<file path="src/rtl/aoi21_test_sequencer_if.sv">
// AOI21 BIST bus: control/status between host and sequencer, plus CUT drive/observe.
// Latency: none (wires only).
// Backpressure: none; START/ABORT are level-sampled and DONE is a pulse.
//
// Signals:
//   START, ABORT      host -> sequencer run control
//   Y                 CUT -> sequencer, combinational output of the cell under test
//   A, B, C           sequencer -> CUT, registered stimulus
//   BUSY, DONE, PASS  sequencer -> host run status
//   ERR_CNT           saturating mismatch count
//   FAIL_VALID        a mismatch has been seen in this run
//   FAIL_VEC          first failing vector {A,B,C}
interface aoi21_test_sequencer_if #(
  parameter int ERR_CNT_W = 8
);
  logic                 START;
  logic                 ABORT;
  logic                 Y;
  logic                 A;
  logic                 B;
  logic                 C;
  logic                 BUSY;
  logic                 DONE;
  logic                 PASS;
  logic [ERR_CNT_W-1:0] ERR_CNT;
  logic                 FAIL_VALID;
  logic [2:0]           FAIL_VEC;

  // Sequencer side.
  modport master (
    input  START, ABORT, Y,
    output A, B, C, BUSY, DONE, PASS, ERR_CNT, FAIL_VALID, FAIL_VEC
  );

  // Host / CUT side.
  modport slave (
    output START, ABORT, Y,
    input  A, B, C, BUSY, DONE, PASS, ERR_CNT, FAIL_VALID, FAIL_VEC
  );
endinterface

</file>
<file path="src/rtl/aoi21_test_sequencer.sv">
// AOI21 BIST sequencer: sweeps all 8 {A,B,C} vectors LOOPS times, checks Y against the golden function.
// Latency: each vector takes SETTLE_CYCLES+1 cycles; DONE pulses the cycle after the last sample.
// Backpressure: none; START is ignored while a run is in progress, ABORT ends a run at the next edge.
//
// Ports:
//   CLK   rising-edge clock
//   RST   synchronous active-high reset
//   bus   aoi21_test_sequencer_if.master (run control, CUT drive/observe, result status)
module aoi21_test_sequencer #(
  parameter int SETTLE_CYCLES = 4,
  parameter int LOOPS         = 1,
  parameter int ERR_CNT_W     = 8
) (
  input  logic                          CLK,
  input  logic                          RST,
  aoi21_test_sequencer_if.master        bus
);

  generate
    if (SETTLE_CYCLES < 1 || SETTLE_CYCLES > 255 ||
        LOOPS < 1 || LOOPS > 255 || ERR_CNT_W < 1) begin : g_bad_params
      $error("aoi21_test_sequencer: SETTLE_CYCLES and LOOPS must be 1..255, ERR_CNT_W >= 1");
    end
  endgenerate

  typedef enum logic [1:0] {
    IDLE   = 2'd0,
    SETTLE = 2'd1,
    SAMPLE = 2'd2,
    FINISH = 2'd3
  } state_t;

  localparam logic [7:0]           SETTLE_LOAD = 8'(SETTLE_CYCLES - 1);
  localparam logic [7:0]           LOOP_LAST   = 8'(LOOPS - 1);
  localparam logic [ERR_CNT_W-1:0] ERR_MAX     = '1;
  localparam logic [ERR_CNT_W-1:0] ERR_ONE     = ERR_CNT_W'(1);

  state_t               state_q, state_d;
  logic [7:0]           settle_q, settle_d;
  logic [2:0]           vec_q, vec_d;
  logic [7:0]           loop_q, loop_d;
  logic [ERR_CNT_W-1:0] err_q, err_d;
  logic                 fail_vld_q, fail_vld_d;
  logic [2:0]           fail_vec_q, fail_vec_d;
  logic                 pass_q, pass_d;
  logic                 busy, done;
  logic                 exp_y;
  logic                 mismatch;

  // Golden AOI21 of the vector currently being driven (vec_q is the registered drive).
  assign exp_y    = ~((vec_q[2] & vec_q[1]) | vec_q[0]);
  assign mismatch = bus.Y ^ exp_y;

  always_ff @(posedge CLK) begin
    if (RST) begin
      state_q    <= IDLE;
      settle_q   <= '0;
      vec_q      <= '0;
      loop_q     <= '0;
      err_q      <= '0;
      fail_vld_q <= 1'b0;
      fail_vec_q <= 3'b000;
      pass_q     <= 1'b0;
    end else begin
      state_q    <= state_d;
      settle_q   <= settle_d;
      vec_q      <= vec_d;
      loop_q     <= loop_d;
      err_q      <= err_d;
      fail_vld_q <= fail_vld_d;
      fail_vec_q <= fail_vec_d;
      pass_q     <= pass_d;
    end
  end

  always_comb begin
    state_d    = state_q;
    settle_d   = settle_q;
    vec_d      = vec_q;
    loop_d     = loop_q;
    err_d      = err_q;
    fail_vld_d = fail_vld_q;
    fail_vec_d = fail_vec_q;
    pass_d     = pass_q;
    busy       = 1'b0;
    done       = 1'b0;

    case (state_q)
      IDLE: begin
        // START beats a simultaneous ABORT here; ABORT alone is a no-op in IDLE.
        if (bus.START) begin
          state_d    = SETTLE;
          settle_d   = SETTLE_LOAD;
          vec_d      = 3'b000;
          loop_d     = '0;
          err_d      = '0;
          fail_vld_d = 1'b0;
          fail_vec_d = 3'b000;
          pass_d     = 1'b0;
        end
      end

      SETTLE: begin
        busy = 1'b1;
        if (bus.ABORT) begin
          state_d = IDLE;
          vec_d   = 3'b000;
          pass_d  = 1'b0;
        end else if (settle_q == 8'd0) begin
          state_d = SAMPLE;
        end else begin
          settle_d = settle_q - 8'd1;
        end
      end

      SAMPLE: begin
        busy = 1'b1;
        if (bus.ABORT) begin
          // Abort discards this sample; results so far are kept for inspection.
          state_d = IDLE;
          vec_d   = 3'b000;
          pass_d  = 1'b0;
        end else begin
          if (mismatch) begin
            if (err_q != ERR_MAX) begin
              err_d = err_q + ERR_ONE;
            end
            if (!fail_vld_q) begin
              fail_vld_d = 1'b1;
              fail_vec_d = vec_q;
            end
          end
          if (vec_q != 3'b111) begin
            state_d  = SETTLE;
            vec_d    = vec_q + 3'd1;
            settle_d = SETTLE_LOAD;
          end else if (loop_q != LOOP_LAST) begin
            state_d  = SETTLE;
            vec_d    = 3'b000;
            loop_d   = loop_q + 8'd1;
            settle_d = SETTLE_LOAD;
          end else begin
            state_d = FINISH;
            vec_d   = 3'b000;
            // Account for this final sample so PASS is valid alongside DONE.
            pass_d  = (err_q == '0) && !mismatch;
          end
        end
      end

      FINISH: begin
        done    = 1'b1;
        state_d = IDLE;
      end

      default: begin
        state_d = IDLE;
        vec_d   = 3'b000;
      end
    endcase
  end

  assign bus.A          = vec_q[2];
  assign bus.B          = vec_q[1];
  assign bus.C          = vec_q[0];
  assign bus.BUSY       = busy;
  assign bus.DONE       = done;
  assign bus.PASS       = pass_q;
  assign bus.ERR_CNT    = err_q;
  assign bus.FAIL_VALID = fail_vld_q;
  assign bus.FAIL_VEC   = fail_vec_q;

endmodule

</file>
<file path="src/flat_wrapper.sv">
// flat-port wrapper written by rule: the top's interface ports become plain ports
module aoi21_test_sequencer_flat 
#(
  parameter int SETTLE_CYCLES = 4,
  parameter int LOOPS         = 1,
  parameter int ERR_CNT_W     = 8
)
  (CLK, RST, bus_START, bus_ABORT, bus_Y, bus_A, bus_B, bus_C, bus_BUSY, bus_DONE, bus_PASS, bus_ERR_CNT, bus_FAIL_VALID, bus_FAIL_VEC);
  aoi21_test_sequencer_if #(.ERR_CNT_W(ERR_CNT_W)) bus_i ();
  input  logic CLK;
  input  logic RST;
  input wire logic [$bits(bus_i.START)-1:0] bus_START;
  input wire logic [$bits(bus_i.ABORT)-1:0] bus_ABORT;
  input wire logic [$bits(bus_i.Y)-1:0] bus_Y;
  output wire logic [$bits(bus_i.A)-1:0] bus_A;
  output wire logic [$bits(bus_i.B)-1:0] bus_B;
  output wire logic [$bits(bus_i.C)-1:0] bus_C;
  output wire logic [$bits(bus_i.BUSY)-1:0] bus_BUSY;
  output wire logic [$bits(bus_i.DONE)-1:0] bus_DONE;
  output wire logic [$bits(bus_i.PASS)-1:0] bus_PASS;
  output wire logic [$bits(bus_i.ERR_CNT)-1:0] bus_ERR_CNT;
  output wire logic [$bits(bus_i.FAIL_VALID)-1:0] bus_FAIL_VALID;
  output wire logic [$bits(bus_i.FAIL_VEC)-1:0] bus_FAIL_VEC;
  assign bus_i.START = bus_START;
  assign bus_i.ABORT = bus_ABORT;
  assign bus_i.Y = bus_Y;
  assign bus_A = bus_i.A;
  assign bus_B = bus_i.B;
  assign bus_C = bus_i.C;
  assign bus_BUSY = bus_i.BUSY;
  assign bus_DONE = bus_i.DONE;
  assign bus_PASS = bus_i.PASS;
  assign bus_ERR_CNT = bus_i.ERR_CNT;
  assign bus_FAIL_VALID = bus_i.FAIL_VALID;
  assign bus_FAIL_VEC = bus_i.FAIL_VEC;
  aoi21_test_sequencer #(.SETTLE_CYCLES(SETTLE_CYCLES), .LOOPS(LOOPS), .ERR_CNT_W(ERR_CNT_W)) u_core (.CLK(CLK), .RST(RST), .bus(bus_i));
endmodule
</file>
<file path="config.mk">
export PLATFORM = sky130hd
export DESIGN_NAME = aoi21_test_sequencer_flat
export DESIGN_NICKNAME = d
export VERILOG_FILES = /design/src/rtl/aoi21_test_sequencer_if.sv /design/src/rtl/aoi21_test_sequencer.sv /design/src/flat_wrapper.sv
export SDC_FILE = /design/constraint.sdc
export NUM_CORES = 1
export LEC_CHECK = 0
export ABC_AREA = 1
export ABC_CLOCK_PERIOD_IN_PS = 3300
export BUFFER_PORTS_ARGS = -buffer_cell sky130_fd_sc_hd__buf_2
export CAP_MARGIN = 30
export CORE_UTILIZATION = 54
export CTS_CLUSTER_DIAMETER = 200
export DETAILED_ROUTE_END_ITERATION = 10
export GPL_TIMING_DRIVEN = 0
export PLACE_DENSITY = 0.75
export REMOVE_ABC_BUFFERS = 1
export SLEW_MARGIN = 30
export SYNTH_ARGS = -nofsm -noshare
export SYNTH_HDL_FRONTEND = slang
export SYNTH_SLANG_ARGS = --single-unit
</file>
<file path="constraint.sdc">
create_clock -name CLK -period 3.3 [get_ports CLK]
set_input_delay 0.66 -clock CLK [delete_from_list [all_inputs] [get_ports CLK]]
set_output_delay 0.66 -clock CLK [all_outputs]
set_load 0.01 [all_outputs]
</file>
Word level (Yosys, flattened, before mapping)
Index checks and enable logic that the tools add are counted.
- muxes and demuxes: 43
- shift-type cells: 0
- $lt $le $gt $ge: 0
- multipliers: 0
- equality and inequality tests: 19
- $add $sub $neg: 4
- div/mod/pow operators: 0
- reduce and logical (&&, ||, !) cells: 17
- bitwise operators: 4
- operators by type and width (cell ; number):
    $mux 8 ; 13
    $pmux 8 s2 ; 2
    $pmux 8 s3 ; 1
    $mux 3 ; 7
    $reduce_and 5->1 ; 4
    $add 8x1->8 const B ; 2
    $logic_not 8->1 ; 2
    $ne 2x2->1 const B ; 7
    $mux 2 ; 6
    $mux 1 ; 9
    $ne 3x3->1 const B ; 3
    $pmux 3 s3 ; 1
    $ne 8x8->1 const B ; 1
    $pmux 2 s4 ; 1
    $reduce_bool 8->1 ; 1
    $sub 8x1->8 const B ; 1
    $ne 2x1->1 const B ; 3
    $pmux 3 s2 ; 1
    $reduce_and 6->1 ; 1
    $eq 2x2->1 const B ; 2
    $reduce_and 4->1 ; 1
    $add 3x1->3 const B ; 1
    $ne 3x1->1 const B ; 1
    $ne 3x2->1 const B ; 1
    other kinds (15) ; 15
- ROM bits: 0
- memories: 0
- output and inout bits: 18
- bits in registers: 34
- RAM bits: 0
- bits of input ports: 5
- logic and storage cells: 95
- latch bits: 0

Longest topological paths before layout
Gate-level depths: netlist of run 1.
- depth in word-level cells: 10
- gate-level depth with buffers: 13
- depth with buffers taken out: 11

Worst setup path before layout of run 1
No wires, ideal clock.
- path type: input -> register
- start point: input port bus_START
- end point: register u_core.err_q[3] (netlist: u_core.bus.ERR_CNT[3])
- path slack: 1.772 ns
- arrival time: 1.411 ns
- path buffers: 0
- required time: 3.183 ns
- library setup time: 0.117 ns
- stages: 9
- path through: inv_1 -> nand2_1 -> o21ai_2 -> nor2_2 -> nand2_2 -> inv_4 -> nand2_4 -> o21ai_0 -> nor2_1
- longest elaborated chain between the ends: 2
- RTL lines (element ; RTL line ; RTL):
    start, declared ; flat_wrapper.sv:12 ; input wire logic [$bits(bus_i.START)-1:0] bus_START;
    $ne 2x2->1 (no source line) ; -- ;
    $reduce_and 5->1 (no source line) ; -- ;
    end signal, assigned ; aoi21_test_sequencer.sv:69 ; err_q <= err_d;
    end, declared ; aoi21_test_sequencer.sv:42 ; logic [ERR_CNT_W-1:0] err_q, err_d;
No other way between the ends.
A chain may end at the register's enable or synchronous reset.

Worst setup path in the final report of run 1
- start point: register u_core.state_q[0]
- end point: register u_core.loop_q[1]
- longest elaborated chain between the ends: 3
- elaborated cells between the ends (all ways): 9
- those cells by class: eq/ne: 5; mux: 1; reduce/logical: 3
- RTL lines (element ; RTL line ; RTL):
    start, declared ; aoi21_test_sequencer.sv:38 ; state_t state_q, state_d;
    start signal, assigned ; aoi21_test_sequencer.sv:65 ; state_q <= state_d;
    $eq 2x2->1 or $logic_not 2->1 (tied branches) ; aoi21_test_sequencer.sv:88 ; case (state_q)
    $ne 2x2->1 (no source line), or another cell as far along ; -- ;
    $reduce_and 5->1 (no source line) ; -- ;
    end signal, assigned ; aoi21_test_sequencer.sv:68 ; loop_q <= loop_d;
    end, declared ; aoi21_test_sequencer.sv:41 ; logic [7:0] loop_q, loop_d;
Parallel ways exist; a longest one is shown, timed or not.

==> summary.md, run 1 <==
| Metric | Value |
|---|---|
| Status | `finished, final reports clean` |
| EDFF count, synth | `0` |
| Drt total wl | `around 4700 µm` |
| YS warnings | `0` |
| Core area | `about 0.004 mm²` |
| Share of layout cells above drive strength 1 | `17.9%` |
| Slew HR | `a little over two fifths` |
| Synth cell types | `33` |
| Worst-Margin Slew | `about 0.87 ns` |
| Clk sinks | `34` |
| Crit. End Element | `flop` |
| Synthesized cell area | `roughly 0.0023 mm²` |
| Vias | `approximately 2100` |
| Psw | `between 0.0004 and 0.0005 W` |
| Final min period | `between 2 and 2.5 ns` |
| Int Pwr | `around 0.00073 W` |
| Resized cells post-CTS | `0` |
| Area of the multi-input gates | `between 0.001 and 0.0015 mm²` |
| DR WL met3 | `approximately 180 µm` |
| Number of global-route vias before repair | `roughly 1900` |
| Switching share of power | `a little under two fifths` |
| Clock transition at the registers of the reported paths | `0.08 ns` |
| Yosys reg bits | `34` |
| WL/cell | `11.6 µm` |
| CP startpoint | `u_core.state_q[0]` |
| Clock power frac | `28.0%` |
| Post-route ant nets | `0` |
| Worst VDD drop | `around 0.37 mV` |
| Register area | `between 600 and 700 µm²` |
| Mapped Cells | `336` |
| Cts bufs inserted | `5` |
| Worst skew pair latency | `between 0.2 and 0.3 ns` |
| Die area | `approximately 0.0044 mm²` |
| Final count of hold timing violations | `0` |
| Antenna violations before repair | `0` |
| CTS tree | `built` |
| Predominant post-synthesis flop cell | `dfxtp_1` |
| Iteration count of the initial detailed-routing pass | `4` |
| CP Data Required Time | `approximately 3.5 ns` |
| Top sig layer | `met4` |
| Fmax | `0.419 GHz` |
| I/O Buffers | `22` |
| Largest area contributor in the synthesized netlist | `dfxtp_1` |
| Hold Buf Count CTS | `0` |
| Crit path DAT | `2.54 ns` |
| Setup tns final | `0 ns` |
| Avg Synthesized Cell Area | `around 6.7 µm²` |
| Max FO, Critical Path | `19` |
| First-pass GRT wire length | `8200 µm` |
| Startpoint types | `flop` |
| CTS HTree Levels | `2` |
| Top-count cell post-synth | `nand2_1` |
| Fin. max-slew vios | `0` |
| Origin of the critical flop-to-flop path | `u_core.state_q[0]` |
| Initial Utilization | `a little under three fifths` |
| Hold Startpoint | `u_core.bus.FAIL_VEC[1]` |
| Clock skew | `about 0.009 ns` |
| GRT Residual Overflow | `0` |
| Post-CTS Setup Bufs | `0` |
| Largest net degree at the start of global routing | `21` |
| Area contributors post-synth | `dfxtp_1 (30%), nand2_1 (14%), nor2_1 (7.5%)` |
| Logic pwr share | `between 30% and 40%` |
| Filler cells | `between 300 and 400` |
| Final setup viols | `0` |
| DP HPWL | `3370 µm` |
| Met2 routed WL | `2360 µm` |
| Seq pwr share | `between 30% and 40%` |
| Tcrit/Tclk final | `about 72%` |
| RSZ-0062 raised after global routing | `no` |
| M1 wire length | `roughly 2200 µm` |
| Crit Path Class | `reg -> reg` |
| Ports | `23` |
| Top cells by count, synth | `nand2_1 (83), nor2_1 (45), inv_1 (42)` |
| Die width | `around 67 µm` |
| Leak Pwr | `around 1.2 nW` |
| # Max-Cap Violations | `0` |
| Nets | `approximately 370` |
| Register area share after synthesis | `slightly above 30%` |
| Gr usage total | `a little under a quarter` |
| Standard-cell rows | `23` |
| Tightest Hold Check Type | `reg -> reg` |
| Syn-to-layout area delta | `9.45%` |
| Die Height | `about 67 µm` |
| Residual DRC | `0` |
| Fin util | `between 60 and 70%` |
| PD cells | `479 mW/mm²` |
| Ant diodes | `0` |
| Post-synth top area share | `a little under a third` |
| RePlAce Congestion | `0.846` |
| CTS Buffer Depth | `2` |
| CTS Root Cell | `clkbuf_8` |
| Async set-reset flop share out of synthesis | `0%` |
| Vias/cell | `about 5.2` |
| Initial DRC Count | `96` |
[area by class of cell]
cell class                      count  area share (%)
Inverter                           47            7.26
Clock buffer                        6            3.35
Multi-Input combinational cell    247            54.2
Tap cell                           50            2.54
Timing Repair Buffer               22            4.47
Clock inverter                      2           0.508
Sequential cell                    34            27.6
[power groups by stage]
stage               Clock (W)  Combinational (W)  Sequential (W)
floorplan                   0           0.000300        0.000471
global placement            0           0.000377        0.000471
detailed placement          0           0.000385        0.000473
CTS                  0.000337           0.000387        0.000463
global route         0.000358           0.000441        0.000467
finish               0.000330           0.000387        0.000464
[flip-flops by register name, indices dropped and copies added (netlist names)]
name,flops
u_core.state_q,2
u_core.bus.ERR_CNT,8
u_core.bus.FAIL_VALID,1
u_core.loop_q,8
u_core.bus.FAIL_VEC,3
u_core.settle_q,8
u_core.bus.PASS,1
u_core.vec_q,3
[kinds of logic (layout without fill, tap and decap cells)]
group                      Yosys count  count (layout)  share of synthesized area, %
xor gates and xnor gates             3               3                          1.17
AOI/OAI and AO/OA                   43              43                          10.8
and+or+nand+nor                    189             189                          40.7
DFF                                 34              34                          30.2
buffers and inverters               55              77                          10.4
adders and majority gates           12              12                          6.67
[path summary, 6_finish.rpt]
kind / endpoint / slack, ns / depth (start not counted)
worst max register to register: u_core.loop_q[1] / 0.91 / 9
worst min-delay path: u_core.bus.FAIL_VEC[1] / 0.47 / 2
worst max-delay path: u_core.loop_q[1] / 0.91 / 9
worst min register to register: u_core.bus.FAIL_VEC[1] / 0.47 / 2
[worst max-delay path: stages (launching register included)]
cell     delay (ns)
dfxtp_1        0.33
inv_1          0.11
ha_1           0.74
inv_2          0.29
nor2_1         0.19
nor3_2         0.07
nand2_2        0.19
inv_1          0.15
nand3_1        0.10
a21oi_1        0.08
[stage by stage]
step / setup slack [ns] / instance area, µm² / hold WS, ns / total power, W / std cells
floorplan: 1.46 / 2200 / 0.469 / 0.000771 / 328
global placement: 0.999 / 2370 / 0.448 / 0.000848 / 400
detailed placement: 0.963 / 2370 / 0.465 / 0.000858 / 400
CTS: 0.942 / 2460 / 0.477 / 0.00119 / 408
global route: 0.754 / 2460 / 0.502 / 0.00127 / 408
finish: 0.913 / 2460 / 0.473 / 0.00118 / 408
[cell usage in the layout (no fill, tap or decap)]
cell / instances
nand2_1: 83
nor2_1: 45
inv_1: 42
dfxtp_1: 34
a21oi_1: 26
buf_2: 22
nand3_1: 19
ha_1: 12
nand4_1: 11
nand2_2: 7
clkbuf_8: 6
o21ai_1: 5
nor2_2: 5
inv_2: 4
nand3_2: 4
nor2_4: 4
nor3_1: 4
o21ai_0: 4
o21ai_2: 3
nand3_4: 2
a211oi_1: 2
xor2_1: 2
nor3_2: 1
nand3b_1: 1
inv_4: 1
o21bai_1: 1
nand4_4: 1
nand2_4: 1
a211oi_2: 1
xnor2_1: 1
nor3b_1: 1
a31oi_1: 1
clkinvlp_4: 1
clkinv_2: 1
[routing by layer]
layer  vias to the layer above  track usage, %
li1                       1114               -
met1                       950            28.6
met2                        40            42.0
met3                         4            5.31
met4                         0            7.71
met5                         -               0
Power figures use the tool's default switching activity.
==> inputs of run 2 (changes only) <==
ABC_CLOCK_PERIOD_IN_PS = 2000   (was 3300)
CORE_UTILIZATION = 53   (was 54)
PLACE_DENSITY = 0.77   (was 0.75)
clock period = 2 ns   (was 3.3 ns; I/O delays follow)
==> run 2 against run 1 <==
  * Register-to-register slack got worse by 0.75 ns
  * Global-route usage down 0.96 points
  * First-iteration DRC count increased by 70%
  * Maximum frequency up 30%
  * Sequential power rose by 65%
  * Largest power group unchanged
  * Highest routed layer unchanged
==> summary.md, run 2 (synthesis results as in run 1) <==
| Metric | Value |
|---|---|
| Antenna violations before repair | `0` |
| Vias | `around 2100` |
| Slew HR | `about two thirds` |
| Ports | `23` |
| Core area | `around 0.004 mm²` |
| Post-route ant nets | `0` |
| RSZ-0062 raised after global routing | `no` |
| Crit path max-delay cell type | `dfxtp_1` |
| Worst-Margin Slew | `approximately 0.48 ns` |
| Tightest Hold Check Type | `reg -> reg` |
| Commonest non-fill, non-tap cell in the layout | `nand2_1` |
| Startpoint types | `flop` |
| DP HPWL | `between 3000 and 4000 µm` |
| Met2 routed WL | `between 2000 and 2500 µm` |
| Cts bufs inserted | `5` |
| Clock skew | `approximately 0.0088 ns` |
| Leak Pwr | `roughly 1.2 nW` |
| Initial DRC Count | `approximately 160` |
| CP Cell Sequence | `inv_1 > ha_4 > inv_4 > nor2_1 > nor3_2 > nand2_2 > inv_1 > nand3_1 > a21oi_1` |
| I/O Buffers | `22` |
| Residual DRC | `0` |
| Die width | `roughly 67 µm` |
| CTS Root Cell | `clkbuf_8` |
| Int Pwr | `0.00131 W` |
| Psw | `0.000729 W` |
| Ant diodes | `0` |
| PD cells | `819 mW/mm²` |
| Vias/cell | `5.13` |
| Fmax | `about 0.54 GHz` |
| GRT Residual Overflow | `0` |
| Crit. End Element | `flop` |
| Switching share of power | `between 30 and 40%` |
| Fin. max-slew vios | `0` |
| Crit path DAT | `a little over 2 ns` |
| Standard-cell rows | `23` |
| CTS HTree Levels | `2` |
| # Max-Cap Violations | `0` |
| CTS tree | `built` |
| M1 wire length | `around 2200 µm` |
| Worst VDD drop | `0.594 mV` |
| Clk sinks | `34` |
| Status | `finished, final reports clean` |
| Tcrit/Tclk final | `between 90% and 100%` |
| Initial Utilization | `a little under three fifths` |
| Hold Startpoint | `u_core.bus.FAIL_VEC[2]` |
| Number of global-route vias before repair | `1932` |
| Die Height | `roughly 67 µm` |
| Final setup viols | `0` |
| CP most frequent cell | `inv_1` |
| Most frequent cells in the layout | `nand2_1 (83), nor2_1 (45), inv_1 (42)` |
| Top sig layer | `met4` |
| Max FO, Critical Path | `19` |
| CTS Buffer Depth | `2` |
| Final count of hold timing violations | `0` |
| CP Data Required Time | `between 2 and 2.5 ns` |
| Die area | `0.00451 mm²` |
| Share of layout cells above drive strength 1 | `between 15 and 20%` |
| Max incr delay on CP | `0.36 ns` |
| Clock power frac | `between 30 and 40%` |
| Fin area | `between 0.002 and 0.0025 mm²` |
| Crit Path Class | `reg -> reg` |
| Gr usage total | `a little under a quarter` |
| RePlAce Congestion | `~0.86` |
| Overall Power | `between 0.002 and 0.0025 W` |
| Drt total wl | `~4700 µm` |
| Worst skew pair latency | `0.29 ns` |
| First-pass GRT wire length | `a little under 8000 µm` |
| Seq pwr share | `37.5%` |
| WL/cell | `11.4 µm` |
| Clock transition at the registers of the reported paths | `around 0.070 ns` |
| DR WL met3 | `about 140 µm` |
| Final min period | `1.84 ns` |
| Origin of the critical flop-to-flop path | `u_core.state_q[0]` |
| Placed cell areas | `0.00237 mm²` |
| Nets | `374` |
| Logic pwr share | `between 30% and 40%` |
| Syn-to-layout area delta | `10.6%` |
| Iteration count of the initial detailed-routing pass | `5` |
| Largest net degree at the start of global routing | `21` |
| CP startpoint | `u_core.state_q[0]` |
run 2: cell count changes in the layout (fill, tap and decap cells not counted), sizes merged:
cell	change
clkinvlp	-1
bufinv	+1
clkinv	-1
clkbuf	+1
run 2: area by class of cell:
| cell class | count | area (µm²) |
|---|---|---|
| Tap cell | 50 | 62.6 |
| Fill cell | 383 | 1540 |
| Inverter | 47 | 181 |
| Sequential cell | 34 | 681 |
| Multi-Input combinational cell | 247 | 1350 |
| Clock buffer | 7 | 76.3 |
| Timing Repair Buffer | 22 | 110 |
| Clock inverter | 1 | 30.0 |
run 2: stage by stage:
| stage | setup WS [ns] | instances | hold WS, ns | setup TNS [ns] | util [%] |
|---|---|---|---|---|---|
| CTS | 0.0395 | 408 | 0.457 | 0 | 61.6 |
| finish | 0.162 | 408 | 0.464 | 0 | 61.8 |
| global placement | -0.285 | 400 | 0.450 | -2.22 | 58.8 |
| detailed placement | -0.321 | 400 | 0.454 | -2.90 | 58.8 |
| floorplan | 0.160 | 328 | 0.469 | 0 | - |
| global route | 0.0557 | 408 | 0.479 | 0 | 61.8 |
run 2: path summary, 6_finish.rpt:
path,to,slack (ns),cells after the start
setup reg to reg,u_core.loop_q[1],0.16,9
setup / recovery,u_core.loop_q[1],0.16,9
hold / removal,u_core.bus.FAIL_VEC[2],0.46,2
hold reg to reg,u_core.bus.FAIL_VEC[2],0.46,2
run 2: timing repair:
item	in CTS	in global routing
setup endpoints to repair	21	7
buffers inserted	0	0
hold buffers	0	0
resized for setup	2	1
run 2: routing by layer:
layer	vias up	GRT usage (%)
met5	-	0
met4	0	10.4
met3	6	5.07
met2	29	40.8
met1	946	26.1
li1	1110	-
run 2: critical path, delay by kind of cell (launching register included):
family / cells / cell delay, ns
adders and majority gates: 1 / 0.26
buffers and inverters: 3 / 0.49
AOI/OAI and AO/OA: 1 / 0.12
DFF: 1 / 0.36
and+or+nand+nor: 4 / 0.54
run 2: power groups by stage:
stage / Clock (W) / Combinational [W] / Sequential [W]
finish: 0.000630 / 0.000645 / 0.000764
global route: 0.000669 / 0.000735 / 0.000770
CTS: 0.000642 / 0.000640 / 0.000763
detailed placement: 0 / 0.000637 / 0.000778
global placement: 0 / 0.000619 / 0.000778
floorplan: 0 / 0.000496 / 0.000776
==> inputs of run 3 (changes only) <==
ABC_AREA = 0   (was 1)
==> run 3 against run 2 <==
  * Non-clock buffer count increased by 8
  * Combinational power down 35%
  * Design area up 4.1%
  * Via count is 1.4% higher
==> summary.md, run 3 <==
| Metric | Value |
|---|---|
| Worst skew pair latency | `slightly below 0.3 ns` |
| Largest net degree at the start of global routing | `22` |
| Vias/cell | `about 6.4` |
| Top-count cell post-synth | `dfxtp_1` |
| Fin util | `68.7%` |
| Register area share after synthesis | `about a third` |
| PD cells | `around 700 mW/mm²` |
| Area contributors post-synth | `dfxtp_1 (32%), ha_1 (7.0%), nand2_1 (4.7%)` |
| Tightest Hold Check Type | `reg -> reg` |
| CP Data Required Time | `approximately 2.2 ns` |
| Fmax | `around 0.5 GHz` |
| CTS Root Cell | `clkbuf_8` |
| Core area | `0.00377 mm²` |
| Initial DRC Count | `186` |
| Leak Pwr | `0.967 nW` |
| Avg Synthesized Cell Area | `8.32 µm²` |
| CTS tree | `built` |
| Synthesized cell area | `roughly 0.0022 mm²` |
| Most frequent cells in the layout | `dfxtp_1 (31), nand2_1 (27), buf_2 (22)` |
| CTS Buffer Depth | `2` |
| Mapped Cells | `~260` |
| WL/cell | `16.7 µm` |
| Commonest non-fill, non-tap cell in the layout | `dfxtp_1` |
| Final hold slack | `approximately 0.48 ns` |
| Drt total wl | `approximately 5600 µm` |
| Ant diodes | `0` |
| Fin. max-slew vios | `0` |
| Predominant post-synthesis flop cell | `dfxtp_1` |
| Iteration count of the initial detailed-routing pass | `5` |
| RePlAce Congestion | `about 0.85` |
| First-pass GRT wire length | `roughly 9000 µm` |
| Initial Utilization | `approximately 57%` |
| Die Height | `roughly 66 µm` |
| Top cells by count, synth | `dfxtp_1 (34), nand2_1 (27), nand3_1 (16)` |
| # Max-Cap Violations | `0` |
| EDFF count, synth | `0` |
| CTS HTree Levels | `2` |
| Post-synth top area share | `31.6%` |
| DP HPWL | `~3400 µm` |
| Max FO, Critical Path | `8` |
| Worst VDD drop | `0.513 mV` |
| Worst R2R Path Depth | `6` |
| I/O Buffers | `22` |
| Largest area contributor in the synthesized netlist | `dfxtp_1` |
| Ports | `23` |
| Share of layout cells above drive strength 1 | `25.0%` |
| Number of global-route vias before repair | `about 1900` |
| Syn-to-layout area delta | `20.3%` |
| Synth cell types | `54` |
| Met1 usage | `approximately 37%` |
| Startpoint types | `flop` |
| Tcrit/Tclk final | `a little over nine tenths` |
| Die area | `about 0.0043 mm²` |
| Filler cells | `between 200 and 300` |
| Slew HR | `a little over three fifths` |
| Status | `finished, final reports clean` |
| Clock skew | `between 0.009 and 0.01 ns` |
| Vias | `~2100` |
| Standard-cell rows | `22` |
| Crit. End Element | `flop` |
| Antenna violations before repair | `0` |
| Residual DRC | `0` |
| Met3 Use GR | `under 10%` |
| Worst-Margin Slew | `around 0.56 ns` |
| Gr usage total | `roughly a quarter` |
| Hold-critical path depth | `2` |
| Clock transition at the registers of the reported paths | `0.08 ns` |
| Nets | `300` |
| Async set-reset flop share out of synthesis | `0%` |
| Met2 usage | `around two fifths` |
| Hold Buf Count CTS | `0` |
| GRT Max-Usage Layer | `met2` |
| Final count of hold timing violations | `0` |
| Final min period | `a little under 2 ns` |
| Reg2reg setup slack | `0.04 ns` |
| Cts bufs inserted | `5` |
| Clk sinks | `34` |
| YS warnings | `0` |
| Yosys reg bits | `34` |
| Crit path DAT | `approximately 2.2 ns` |
| GRT Residual Overflow | `0` |
| Crit Path Class | `reg -> reg` |
| Post-route ant nets | `0` |
| Final setup viols | `0` |
| Die width | `roughly 66 µm` |
-- run 3: cell types whose count changed after synthesis, sizes merged, moves of 9 or more --
cell / change
inv: -32
nor2: -49
nand3: -9
nor2b: +9
nand2: -64
a21oi: -14
-- run 3: path summary, 6_finish.rpt --
kind / start / to
setup / recovery: u_core.state_q[0] / u_core.bus.PASS
hold / removal: u_core.bus.FAIL_VEC[2] / u_core.bus.FAIL_VEC[2]
setup reg to reg: u_core.state_q[0] / u_core.bus.PASS
hold reg to reg: u_core.bus.FAIL_VEC[2] / u_core.bus.FAIL_VEC[2]
-- run 3: cells by family (layout without fill, tap and decap cells) --
family	count (synthesis)	count (layout)	share of synthesized area, %
buffers and inverters	28	53	5.28
AND/OR/NAND/NOR	104	104	27.0
adder cells (fa/ha/maj)	12	12	6.96
XOR/XNOR	1	1	0.406
flip-flops	34	34	31.6
multiplexers	9	9	4.24
AO/OA/AOI/OAI	71	71	24.5
-- run 3: per-layer routing --
layer / wire length, µm / share of wire [%] / vias up
met4: 80 / 1.4 / 0
met2: 2580 / 46 / 84
met3: 413 / 7.4 / 9
met5: 0 / 0 / -
li1: - / - / 1040
met1: 2480 / 45 / 987
-- run 3: final cells by class --
| cell class | count | area [µm²] | area share, % |
|---|---|---|---|
| Inverter | 15 | 56.3 | 2.17 |
| Tap cell | 48 | 60.1 | 2.32 |
| Sequential cell | 34 | 687 | 26.5 |
| Clock buffer | 5 | 68.8 | 2.65 |
| Timing Repair Buffer | 30 | 170 | 6.56 |
| Multi-Input combinational cell | 197 | 1510 | 58.3 |
| Clock inverter | 3 | 40.0 | 1.54 |
-- run 3: stage by stage --
stage          setup TNS, ns  std cells  instance area (µm²)  power (W)  setup WS [ns]
2_1_floorplan          -3.08        246                 2100   0.000995         -0.348
3_3_place_gp          -20.99        316                 2270    0.00108         -0.985
3_5_place_dp          -16.90        316                 2270    0.00109         -0.779
4_1_cts                    0        326                 2460    0.00173       0.000919
5_1_grt               -0.131        332                 2590    0.00187        -0.0514
6_report                   0        332                 2590    0.00178         0.0379
-- run 3: critical path, stage by stage (launching register included) --
cell and delay [ns]:
dfxtp_2 0.39, inv_2 0.09, ha_4 0.19, nor2b_4 0.17
or3_4 0.40, or4_1 0.53, a21oi_2 0.14
-- run 3: power by group --
part	leakage, nW	total, W	internal (W)	switching [W]
clock network	0.0579	0.000627	0.000367	0.000260
registers	0.277	0.000730	0.000698	0.0000321
logic	0.633	0.000419	0.000170	0.000249
-- run 3: timing repair --
| action | 4_1_cts | 5_1_grt |
|---|---|---|
| setup endpoints to repair | 34 | 20 |
| gates resized for setup | 15 | 22 |
| buffers inserted | 2 | 6 |
| pin swaps | 1 | 1 |
